$ cat config.mk
export PLATFORM = sky130hd
export DESIGN_NAME = fifo_128b_unpack32
export DESIGN_NICKNAME = d
export VERILOG_FILES = /design/src/rtl/fifo_128b_unpack32_pkg.sv /design/src/rtl/c2c_frame_cnt.sv /design/src/rtl/fifo_128b_unpack32.sv
export SDC_FILE = /design/constraint.sdc
export NUM_CORES = 1
export LEC_CHECK = 0
export ABC_AREA = 1
export CELL_PAD_IN_SITES_DETAIL_PLACEMENT = 1
export CELL_PAD_IN_SITES_GLOBAL_PLACEMENT = 2
export CORE_MARGIN = 2
export CORE_UTILIZATION = 27
export CTS_BUF_LIST = sky130_fd_sc_hd__clkbuf_16
export DETAILED_ROUTE_END_ITERATION = 10
export PLACE_DENSITY_LB_ADDON = 0.1
export REMOVE_ABC_BUFFERS = 1
export SLEW_MARGIN = 0
export SYNTH_ARGS = -nofsm -noshare
export SYNTH_HDL_FRONTEND = slang
export SYNTH_SLANG_ARGS = --single-unit
$ cat constraint.sdc
create_clock -name CLK -period 1.75 [get_ports CLK]
set_clock_uncertainty 0.05 [all_clocks]
set_input_delay 0.35 -clock CLK [delete_from_list [all_inputs] [get_ports CLK]]
set_output_delay 0.35 -clock CLK [all_outputs]
set_load 0.01 [all_outputs]
$ cat src/rtl/fifo_128b_unpack32_pkg.sv
// Shared widths and FSM encoding for the C2C receive drain/pack stages.
package fifo_128b_unpack32_pkg;

    localparam int C2C_WORD_W         = 128;
    localparam int C2C_BEAT_W         = 32;
    localparam int C2C_BEATS_PER_WORD = 4;

    typedef enum logic {
        ST_IDLE  = 1'b0,
        ST_SHIFT = 1'b1
    } state_e;

endpackage

$ cat src/rtl/c2c_frame_cnt.sv
// Frame beat counter: flags the last beat of every FRAME_BEATS-beat frame.
// Latency: last is combinational from the registered count; stalls hold the count.
// Backpressure: advances only on accepted beats (vld & rdy).
module c2c_frame_cnt #(
    parameter int FRAME_BEATS = 16
) (
    input  logic clk,
    input  logic rst_n,
    input  logic beat_vld,
    input  logic beat_rdy,
    output logic beat_last
);

    localparam logic [15:0] LAST_IDX = 16'(FRAME_BEATS - 1);

    logic [15:0] cnt_q, cnt_d;
    logic        at_last;

    assign at_last   = (cnt_q == LAST_IDX);
    assign beat_last = beat_vld & at_last;

    always_comb begin
        cnt_d = cnt_q;
        if (beat_vld && beat_rdy) begin
            cnt_d = at_last ? 16'd0 : cnt_q + 16'd1;
        end
    end

    always_ff @(posedge clk) begin
        if (!rst_n) begin
            cnt_q <= 16'd0;
        end else begin
            cnt_q <= cnt_d;
        end
    end

endmodule

$ cat src/rtl/fifo_128b_unpack32.sv
// Drains the 128-bit C2C receive FIFO and unpacks each word into four 32-bit beats.
// Latency: EMPTY low in cycle k gives O_VALID in cycle k+1; full rate, no inter-word bubble.
// Backpressure: O_READY low freezes all outputs; the next pop waits for the last beat's accept.
module fifo_128b_unpack32
    import fifo_128b_unpack32_pkg::*;
#(
    parameter int FRAME_BEATS = 16,
    parameter bit LANE_SWAP   = 1'b0
) (
    input  logic                  CLK,
    input  logic                  RST_N,
    input  logic                  I_ENABLE,
    output logic                  RDEN,
    input  logic [C2C_WORD_W-1:0] RDATA,
    input  logic                  EMPTY,
    output logic                  O_VALID,
    input  logic                  O_READY,
    output logic [C2C_BEAT_W-1:0] O_DATA,
    output logic                  O_LAST,
    output logic                  O_BUSY,
    output logic [31:0]           O_WCNT
);

    state_e                state_q, state_d;
    logic [1:0]            idx_q, idx_d;
    logic [C2C_WORD_W-1:0] hold_q, hold_d;
    logic [31:0]           wcnt_q, wcnt_d;

    logic       beat_acc;
    logic       pop;
    logic [1:0] lane_sel;

    assign O_VALID  = (state_q == ST_SHIFT);
    assign O_BUSY   = (state_q == ST_SHIFT);
    assign O_WCNT   = wcnt_q;
    assign beat_acc = O_VALID & O_READY;

    // Pop either from idle or on the accepted last beat, so words stream without a gap.
    assign pop  = RST_N & I_ENABLE & ~EMPTY &
                  ((state_q == ST_IDLE) | ((idx_q == 2'd3) & beat_acc));
    assign RDEN = pop;

    assign lane_sel = LANE_SWAP ? ~idx_q : idx_q;
    assign O_DATA   = O_VALID ? hold_q[{lane_sel, 5'b00000} +: C2C_BEAT_W] : '0;

    always_comb begin
        state_d = state_q;
        idx_d   = idx_q;
        hold_d  = hold_q;
        wcnt_d  = wcnt_q;
        if (pop) begin
            state_d = ST_SHIFT;
            idx_d   = 2'd0;
            hold_d  = RDATA;
            wcnt_d  = wcnt_q + 32'd1;
        end else if (beat_acc) begin
            if (idx_q == 2'd3) begin
                state_d = ST_IDLE;
                idx_d   = 2'd0;
            end else begin
                idx_d   = idx_q + 2'd1;
            end
        end
    end

    always_ff @(posedge CLK) begin
        if (!RST_N) begin
            state_q <= ST_IDLE;
            idx_q   <= 2'd0;
            hold_q  <= '0;
            wcnt_q  <= 32'd0;
        end else begin
            state_q <= state_d;
            idx_q   <= idx_d;
            hold_q  <= hold_d;
            wcnt_q  <= wcnt_d;
        end
    end

    c2c_frame_cnt #(
        .FRAME_BEATS(FRAME_BEATS)
    ) u_frame_cnt (
        .clk      (CLK),
        .rst_n    (RST_N),
        .beat_vld (O_VALID),
        .beat_rdy (O_READY),
        .beat_last(O_LAST)
    );

endmodule

==> results.md, run 1 <==
- Total CTS buffers: 17
- Final-report setup violation count: 195
- Core area: 28900 µm²
- WP data arrival: 1.68 ns
- Hold Crit Start: RDATA[108]
- Hold WC Path Type: in -> reg
- First-pass GRT wire length: 48500 µm
- Die height: 176 µm
- Run status: complete, but fails checks
- R2R Setup Slk: -0.26 ns
- Via count: 8581
- Cells after Synth: 1152
- Routability cong.: 0.798
- Worst-skew pair later-pin latency: 0.43 ns
- Drt pass-1 iters: 4
- Final Hold Fails: 0
- Initial antenna violation count: 4
- Unrepaired setup endpoints after global routing: yes
- Worst Path Buf+Inv: 3
- Hold buffers post-CTS: 0
- Reg2Reg Depth: 11
- Max VDD drop: 0.000615 V
- Via-to-Cell Ratio: 4.69
- Yosys reg bits: 179
- Minimum clock period: 2.08 ns
- Layout cells sized above 1: 23.1%
- Number of global-route vias before repair: 8723
- R2R Path End: hold_q[10]$_SDFFE_PN0P_
- DRT antenna net count: 0
- Cell Chain, Critical Path: buf_4, buf_12, a21oi_2, o21ai_1, a21oi_1, buf_2
- IO Pins: 201
- Initial core utilization: 27.6%
- Fin cells: 1828
- Slew at the pin with the worst max-slew slack: 0.473 ns
- Root buf cell: clkbuf_16
- DIE AREA: 31000 µm²
- All-Layer GR Usage: 20.4%
- Total gr overflow: 0
- Failing checks: setup timing
- Number of port buffers: 200
- Synth warn: 0
- Req. time, crit path: 1.35 ns
- Nets: 1565
- Area growth from synthesis to layout: 59.7%
- WHS Endpoint: hold_q[108]$_SDFFE_PN0P_
- Worst-path clk slew: 0.08 ns
- Max Fclk: 481 MHz
- Die W: 176 µm
- DP Wirelength: 20000 µm
- CP max stage cell: dfxtp_4
- Final Cycle Share: 119%
- Total routed wirelength: 31700 µm
- Leakage: 5.28 nW
- Top delay family on crit path: buffers and inverters
- DP Cell Count: 1751
- CP Launch Type: flop
- Max Buffers Root-to-Sink: 2
- Worst r2r src: idx_q[0]$_SDFFE_PP0N_
- Power density cells: 739 nW/µm²
- Library cells used by synthesis: 32
- CP Capture Type: output pin
- Slew headroom: 68.5%
- Max Cap Viol: 0
- DRC: 0
- Hold Crit Depth: 3
- Drt initial violations: 365
- Number of fill cells: 3538
- Final Max Slew Viols: 0
- Crit Path Category: reg -> out
- Slack of the critical path: -0.331 ns
- TritonCTS Sinks: 179
- Htree depth: 4
- Register area: 3620 µm²
- Routed len/inst: 17.4 µm
- Synth Cell Area: 7990 µm²
- Largest net degree at the start of global routing: 39
- Syn Area/Cell: 6.93 µm²
- Footprint of the multi-input gates: 4130 µm²
- Pwr Total: 9.43 mW
- Crit-path max cell delay: 0.39 ns
- CP max FO: 19
- Seq/Total Area, Yosys: 44.9%
- Number of cell rows: 62
- TritonCTS clock tree: yes
cells in the mapped netlist (all sizes together):
| cell type | count | area share [%] |
|---|---|---|
| a211oi | 1 | 0.094 |
| a21oi | 114 | 7.1 |
| a31oi | 1 | 0.078 |
| a41oi | 1 | 0.11 |
| buf | 28 | 1.8 |
| clkbuf | 37 | 1.7 |
| clkinv | 1 | 0.047 |
| dfxtp | 179 | 45 |
| ha | 3 | 0.47 |
| inv | 123 | 5.8 |
| nand2 | 292 | 14 |
| nand3 | 99 | 6.2 |
| nand4 | 22 | 1.7 |
| nor2 | 86 | 4.4 |
| nor3 | 15 | 1.5 |
| nor3b | 1 | 0.094 |
| o21a | 1 | 0.094 |
| o21ai | 136 | 8.5 |
| o21bai | 1 | 0.14 |
| xnor2 | 2 | 0.22 |
| xor2 | 9 | 0.99 |
worst reg2reg max path, stage by stage, from the launching register on:
cell and delay (ns):
dfxtp_4 0.42, buf_4 0.15, ha_2 0.19, nand2_1 0.06
nand2_2 0.09, nand2_4 0.08, buf_6 0.14, buf_12 0.14
buf_4 0.16, bufbuf_16 0.30, nand3_1 0.09, nand2_1 0.05
placed cells by master, fill, tap and decap left out, drive strengths merged:
master         instances
ha                     3
diode                  3
a21oi                114
clkbuf                20
clkinvlp               1
dlygate4sd2           28
a41oi                  1
buf                  151
o21bai                 1
xnor2                  2
a211oi                 1
a31oi                  1
inv                  129
nor2                  86
o21a                   1
dlymetal6s2s           1
nand4                 22
dfxtp                179
o21ai                136
nor3                  15
clkdlybuf4s50        136
nand2                293
bufbuf                 3
nor3b                  1
xor2                   9
nand3                 99
clkinv                 8
timing repair:
| item | CTS | global route |
|---|---|---|
| gates resized for setup | 380 | 99 |
| pin swaps | 30 | 37 |
| setup endpoints to repair | 227 | 205 |
| setup buffers | 20 | 9 |
| gates cloned | 16 | 4 |
| endpoints found under the hold margin | 0 | 0 |
cell type report:
class / count / share of cell area, %
diodes: 3 / 0.0589
clock buffers: 17 / 3.34
clock inverters: 14 / 1.11
inverters: 124 / 3.75
multi-input cells: 785 / 32.4
flip-flops and latches: 179 / 28.4
well taps: 384 / 3.77
repair buffers: 322 / 27.2
state kept, by name (all words and copies together) (netlist names):
register / flops
O_BUSY: 1
u_frame_cnt.cnt_q: 16
O_WCNT: 32
idx_q: 2
hold_q: 128
metal layers:
metal  up-vias  global-route usage, %  share of wire, %
met5         -                      0             0.041
met4         2                   3.93              0.87
met3        17                   4.37               4.4
met2       149                   33.9                47
met1      4089                   27.3                47
li1       4324                      -                 -
through the flow:
| step | utilization (%) | TNS (ns) | worst slack (ns) | area [µm²] | hold slack (ns) |
|---|---|---|---|---|---|
| after floorplan | - | -308.99 | -2.25 | 7700 | 0.390 |
| after detailed placement | 37.9 | -46.92 | -0.417 | 11000 | 0.403 |
| after CTS | 42.7 | -31.37 | -0.387 | 12400 | 0.380 |
| after global placement | 37.9 | -46.58 | -0.430 | 11000 | 0.399 |
| after global routing | 44.1 | -50.01 | -0.425 | 12700 | 0.394 |
| final | 44.1 | -34.38 | -0.331 | 12800 | 0.401 |
worst max path at each step:
stage / startpoint / end / slack, ns / depth (start not counted)
floorplan: idx_q[0]$_SDFFE_PP0N_ / O_WCNT[5]$_SDFFE_PN0P_ / -2.25 / 10
global placement: O_READY / RDEN / -0.43 / 6
detailed placement: O_READY / RDEN / -0.42 / 6
CTS: idx_q[0]$_SDFFE_PP0N_ / O_DATA[22] / -0.39 / 7
global route: idx_q[0]$_SDFFE_PP0N_ / O_DATA[31] / -0.43 / 7
finish: idx_q[0]$_SDFFE_PP0N_ / O_DATA[27] / -0.33 / 6
logic make-up after synthesis:
family          Yosys count  synth area share [%]
compound gates          255                  16.2
buf+inv                 189                  9.40
xor+xnor                 11                  1.21
simple gates            515                  27.9
flops                   179                  44.9
fa+ha+maj                 3                 0.470
power breakdown:
| group | switching, mW | internal (mW) | leakage (nW) |
|---|---|---|---|
| combinational | 0.608 | 0.696 | 3.53 |
| clock | 1.91 | 1.89 | 0.276 |
| sequential | 0.0722 | 4.25 | 1.47 |
No activity file was read; power rests on OpenSTA's default activity.
==> inputs of run 2 (changes only) <==
--- a/config.mk
+++ b/config.mk
@@ -13,6 +13,7 @@
 export CTS_BUF_LIST = sky130_fd_sc_hd__clkbuf_16
 export DETAILED_ROUTE_END_ITERATION = 10
 export PLACE_DENSITY_LB_ADDON = 0.1
+export RECOVER_POWER = 50
 export REMOVE_ABC_BUFFERS = 1
 export SLEW_MARGIN = 0
 export SYNTH_ARGS = -nofsm -noshare
==> results.md, run 2 (synthesized netlist as in run 1, its figures left out) <==
- Initial antenna violation count: 4 (unchanged)
- Routability cong.: 0.798 (unchanged)
- Crit Path Category: reg -> out (unchanged)
- DP Worst Slack: -0.417 ns (unchanged)
- Die W: 176 µm (unchanged)
- Psw: 2.59 mW (about the same)
- Number of port buffers: 200 (unchanged)
- IO Pins: 201 (unchanged)
- Setup_tns: -34.58 ns (was -34.38 ns)
- Number of cell rows: 62 (unchanged)
- Clock network fraction of design power: 40.4% (was 40.3%)
- Minimum clock period: 2.08 ns (about the same)
- Most common cell after layout, fill and taps aside: nand2_1 (unchanged)
- Worst-path clk slew: 0.08 ns (about the same)
- Root buf cell: clkbuf_16 (unchanged)
- Total CTS buffers: 17 (unchanged)
- Final instance area: 12700 µm² (was 12800 µm²)
- Core area: 28900 µm² (unchanged)
- CP max FO: 8 (was 19)
- DRC: 0 (unchanged)
- First-pass GRT wire length: 48500 µm (unchanged)
- Initial core utilization: 27.6% (unchanged)
- Cell internal pwr: 6.84 mW (about the same)
- Power density cells: 741 nW/µm² (was 739 nW/µm²)
- WP data arrival: 1.68 ns (about the same)
- Routed len/inst: 17.4 µm (about the same)
- Slack of the critical path: -0.330 ns (was -0.331 ns)
- TritonCTS Sinks: 179 (unchanged)
- Hold WC Path Type: in -> reg (unchanged)
- Final Hold Fails: 0 (unchanged)
- Final-report setup violation count: 195 (unchanged)
- Slew headroom: 68.5% (unchanged)
- Hold Slack: 0.400 ns (was 0.401 ns)
- Slew at the pin with the worst max-slew slack: 0.473 ns (unchanged)
- CP Capture Type: output pin (unchanged)
- Final Max Slew Viols: 0 (unchanged)
- Total routed wirelength: 31700 µm (about the same)
- Worst-skew pair later-pin latency: 0.44 ns (was 0.43 ns)
- Switching share of total power: 27.5% (about the same)
- Power share of the combinational group: 13.8% (about the same)
- Most flops, register: hold_q (unchanged)
- Nets: 1565 (unchanged)
- Htree depth: 4 (unchanged)
- Failing checks: setup timing (unchanged)
- Max Fclk: 481 MHz (about the same)
- Drt initial violations: 368 (was 365)
- Number of global-route vias before repair: 8723 (unchanged)
- Via-to-Cell Ratio: 4.69 (about the same)
- Max VDD drop: 0.000615 V (about the same)
- Sequential Power Share: 45.8% (about the same)
- Drt pass-1 iters: 4 (unchanged)
- Hold buffers post-CTS: 0 (unchanged)
- Area growth from synthesis to layout: 59.3% (was 59.7%)
- Unrepaired setup endpoints after global routing: yes (unchanged)
- Max Buffers Root-to-Sink: 2 (unchanged)
- All-Layer GR Usage: 20.4% (unchanged)
- R2R Setup Slk: -0.27 ns (was -0.26 ns)
- Number of flip-flops under the largest register name: 128 (unchanged)
- TritonCTS clock tree: yes (unchanged)
- DRT antenna net count: 0 (unchanged)
- Layout cells sized above 1: 22.1% (was 23.1%)
- Die height: 176 µm (unchanged)
- DP Cell Count: 1751 (unchanged)
- Total gr overflow: 0 (unchanged)
- Via count: 8579 (was 8581)
- CP Launch Type: flop (unchanged)
- Req. time, crit path: 1.35 ns (about the same)
- DIE AREA: 31000 µm² (unchanged)
- Final Cycle Share: 119% (about the same)
- Max Cap Viol: 0 (unchanged)
- DP Wirelength: 20000 µm (unchanged)
- Number of fill cells: 3546 (was 3538)
- Run status: complete, but fails checks (unchanged)
- Largest net degree at the start of global routing: 39 (unchanged)
- Leakage: 5.25 nW (was 5.28 nW)
- Fin cells: 1828 (unchanged)
- Dpl cell area: 11000 µm² (unchanged)
- Commonest non-fill, non-tap cells in the layout: nand2_1, dfxtp_1, clkdlybuf4s50_1 (unchanged)
==> run 2: path summary, 6_finish.rpt <==
path,from,to,cells past startpoint
max,idx_q[0]$_SDFFE_PP0N_,O_DATA[14],7
min,RDATA[108],hold_q[108]$_SDFFE_PN0P_,3
max reg2reg,idx_q[0]$_SDFFE_PP0N_,hold_q[10]$_SDFFE_PN0P_,11
min reg2reg,hold_q[17]$_SDFFE_PN0P_,hold_q[17]$_SDFFE_PN0P_,2
==> run 2: per-layer routing <==
layer  GRT usage (%)  vias up  wire (µm)
met2            33.9      157      15000
li1                -     4325          -
met1            27.3     4075      15000
met3            4.37       20       1440
met4            3.93        2        294
met5               0        -         13
==> run 2: critical path, cell delays in order (launching register included) <==
cell and delay (ns):
dfxtp_4 0.42, inv_8 0.07, buf_16 0.14, buf_12 0.14, a21oi_2 0.11, o21ai_1 0.07, a21oi_1 0.14, buf_2 0.16
==> run 2: power groups by stage <==
stage	sequential, mW	clock [mW]	combinational (mW)
2_1_floorplan	4.42	0	0.311
3_3_place_gp	4.41	0	0.986
3_5_place_dp	4.41	0	0.993
4_1_cts	4.32	3.94	1.25
5_1_grt	4.34	4.10	1.41
6_report	4.32	3.81	1.30
==> run 2: area by class of cell <==
type | count | area (µm²) | area share (%)
timing repair buffer | 322 | 3460 | 27.2
inverter | 124 | 478 | 3.76
sequential | 179 | 3600 | 28.3
clock buffer | 17 | 425 | 3.34
tap | 384 | 480 | 3.78
multi-input combinational | 785 | 4130 | 32.4
clock inverter | 14 | 141 | 1.11
antenna | 3 | 7.51 | 0.0590
==> run 2: what timing repair did <==
item	CTS	global route
setup buffers	20	9
cloned	16	4
pin swaps	30	37
setup endpoints to repair	227	205
gates resized for setup	380	99
==> run 2: stage by stage <==
step	power, mW	utilization, %
detailed placement	5.41	37.9
finish	9.43	44.0
CTS	9.51	42.7
global placement	5.40	37.9
floorplan	4.73	-
global route	9.85	44.0
==> inputs of run 3 (changes only) <==
--- a/config.mk
+++ b/config.mk
@@ -8,6 +8,7 @@
 export ABC_AREA = 1
 export CELL_PAD_IN_SITES_DETAIL_PLACEMENT = 1
 export CELL_PAD_IN_SITES_GLOBAL_PLACEMENT = 2
+export CORE_ASPECT_RATIO = 0.6
 export CORE_MARGIN = 2
 export CORE_UTILIZATION = 27
 export CTS_BUF_LIST = sky130_fd_sc_hd__clkbuf_16
==> results.md, run 3 (synthesized netlist as in run 1, its figures left out) <==
- Worst r2r src: idx_q[0]$_SDFFE_PP0N_ (unchanged)
- Switching share of total power: 27.4% (was 27.5%)
- All-Layer GR Usage: 23.4% (was 20.4%)
- Final Hold Fails: 0 (unchanged)
- Unrepaired setup endpoints after global routing: yes (unchanged)
- Hold WC Path Type: in -> reg (unchanged)
- Hold Slack: 0.384 ns (was 0.400 ns)
- Commonest non-fill, non-tap cells in the layout: nand2_1, dfxtp_1, clkdlybuf4s50_1 (unchanged)
- Number of flip-flops under the largest register name: 128 (unchanged)
- Largest net degree at the start of global routing: 41 (was 39)
- Crit Path Category: reg -> out (unchanged)
- Hold Crit Start: RDATA[10] (was RDATA[108])
- DRT antenna net count: 0 (unchanged)
- Ant diodes: 0 (was 3)
- Cell internal pwr: 6.97 mW (was 6.84 mW)
- Run status: complete, but fails checks (unchanged)
- DIE AREA: 31000 µm² (about the same)
- Minimum clock period: 2.15 ns (was 2.08 ns)
- Routability cong.: 0.799 (was 0.798)
- CP max FO: 24 (was 8)
- First-pass GRT wire length: 53900 µm (was 48500 µm)
- Layout cells sized above 1: 34.6% (was 22.1%)
- TritonCTS clock tree: yes (unchanged)
- Drt initial violations: 380 (was 368)
- CP Launch Point: idx_q[0]$_SDFFE_PP0N_ (unchanged)
- Final Cycle Share: 123% (was 119%)
- Fin util: 49.0% (was 44.0%)
- Max VDD drop: 0.000518 V (was 0.000615 V)
- Total routed wirelength: 38900 µm (was 31700 µm)
- Slew at the pin with the worst max-slew slack: 0.708 ns (was 0.473 ns)
- IO Pins: 201 (unchanged)
- Area growth from synthesis to layout: 77.6% (was 59.3%)
- Max Fclk: 465 MHz (was 481 MHz)
- Sequential Power Share: 45.3% (was 45.8%)
- R2R Setup Slk: -0.20 ns (was -0.27 ns)
- Total CTS buffers: 17 (unchanged)
- Number of global-route vias before repair: 9016 (was 8723)
- Final-report setup violation count: 180 (was 195)
- CP Capture Type: output pin (unchanged)
- Crit path to: O_DATA[26] (was O_DATA[14])
- Fin cells: 1873 (was 1828)
- Most flops, register: hold_q (unchanged)
- Nets: 1598 (was 1565)
- Final instance area: 14200 µm² (was 12700 µm²)
- Setup_tns: -22.23 ns (was -34.58 ns)
- Leakage: 5.89 nW (was 5.25 nW)
- Worst-skew pair later-pin latency: 0.46 ns (was 0.44 ns)
- Initial antenna violation count: 1 (was 4)
- Slew headroom: 52.8% (was 68.5%)
- Number of port buffers: 200 (unchanged)
- Die W: 226 µm (was 176 µm)
- Req. time, crit path: 1.35 ns (about the same)
- Clock network fraction of design power: 37.7% (was 40.4%)
- Dpl cell area: 11000 µm² (about the same)
- Number of cell rows: 48 (was 62)
- R2R Path End: O_WCNT[23]$_SDFFE_PN0P_ (was hold_q[10]$_SDFFE_PN0P_)
- Most common cell after layout, fill and taps aside: nand2_1 (unchanged)
- DP Wirelength: 22100 µm (was 20000 µm)
- Worst-path clk slew: 0.07 ns (was 0.08 ns)
- Pwr Total: 9.60 mW (was 9.43 mW)
- WP data arrival: 1.75 ns (was 1.68 ns)
- Drt pass-1 iters: 4 (unchanged)
- Failing checks: setup timing (unchanged)
- Max Buffers Root-to-Sink: 2 (unchanged)
- Number of fill cells: 3393 (was 3546)
- Die height: 137 µm (was 176 µm)
- Root buf cell: clkbuf_16 (unchanged)
- Power density cells: 677 nW/µm² (was 741 nW/µm²)
- TritonCTS Sinks: 179 (unchanged)
- Total gr overflow: 0 (unchanged)
- Power share of the combinational group: 17.0% (was 13.8%)
- CP Launch Type: flop (unchanged)
- Via count: 9052 (was 8579)
- Reg2Reg Depth: 12 (was 11)
- Max Cap Viol: 0 (unchanged)
- Slack of the critical path: -0.402 ns (was -0.330 ns)
- Routed len/inst: 20.7 µm (was 17.4 µm)
- Psw: 2.63 mW (was 2.59 mW)
- DP Cell Count: 1775 (was 1751)
- Hold buffers post-CTS: 0 (unchanged)
- Htree depth: 4 (unchanged)
- Initial core utilization: 27.6% (about the same)
- Via-to-Cell Ratio: 4.83 (was 4.69)
- Final Max Slew Viols: 0 (unchanged)
- DP Worst Slack: -0.466 ns (was -0.417 ns)
- DRC: 0 (unchanged)
- Core area: 28900 µm² (about the same)
[run 3: layout make-up]
| class | count | area [µm²] | share of cell area (%) |
|---|---|---|---|
| multi-input cells | 785 | 4990 | 35.2 |
| repair buffers | 355 | 4110 | 29.0 |
| flip-flops and latches | 179 | 3590 | 25.3 |
| well taps | 400 | 500 | 3.53 |
| inverters | 124 | 478 | 3.37 |
| clock buffers | 17 | 425 | 3.00 |
| clock inverters | 13 | 82.6 | 0.582 |
[run 3: worst min path at each step]
stage                               end  slack, ns  cells past startpoint
6_report        hold_q[10]$_SDFFE_PN0P_       0.38                      3
5_1_grt         hold_q[28]$_SDFFE_PN0P_       0.38                      3
4_1_cts         hold_q[10]$_SDFFE_PN0P_       0.36                      3
3_5_place_dp   hold_q[115]$_SDFFE_PN0P_       0.40                      2
3_3_place_gp   hold_q[115]$_SDFFE_PN0P_       0.40                      2
2_1_floorplan   hold_q[49]$_SDFFE_PN0P_       0.39                      2
[run 3: layer usage]
layer  share of wire (%)  up-vias  GRT usage [%]
met5               0.021        -              0
met1                  50     4434           33.8
met3                 4.2       38           4.01
met4                 1.4        2           6.32
met2                  44      182           35.9
li1                    -     4396              -
[run 3: worst max-delay path, stage by stage (launching register included)]
cell and delay (ns):
dfxtp_4 0.43, inv_8 0.08, buf_12 0.17, a21oi_2 0.14, o21ai_1 0.09, a21oi_1 0.20
buf_2 0.17
[run 3: what timing repair did]
action | CTS | global route
setup buffers | 21 | 19
resized for setup | 465 | 271
setup endpoints to repair | 226 | 197
pin swaps | 50 | 93
hold endpoints to repair | 0 | 0
gates cloned | 21 | 21
[run 3: power groups by stage]
stage	Sequential [mW]	Combinational (mW)	Clock, mW
final	4.35	1.63	3.62
after global routing	4.36	1.73	3.85
after CTS	4.33	1.38	3.68
after detailed placement	4.42	0.992	0
after global placement	4.41	0.981	0
after floorplan	4.42	0.311	0
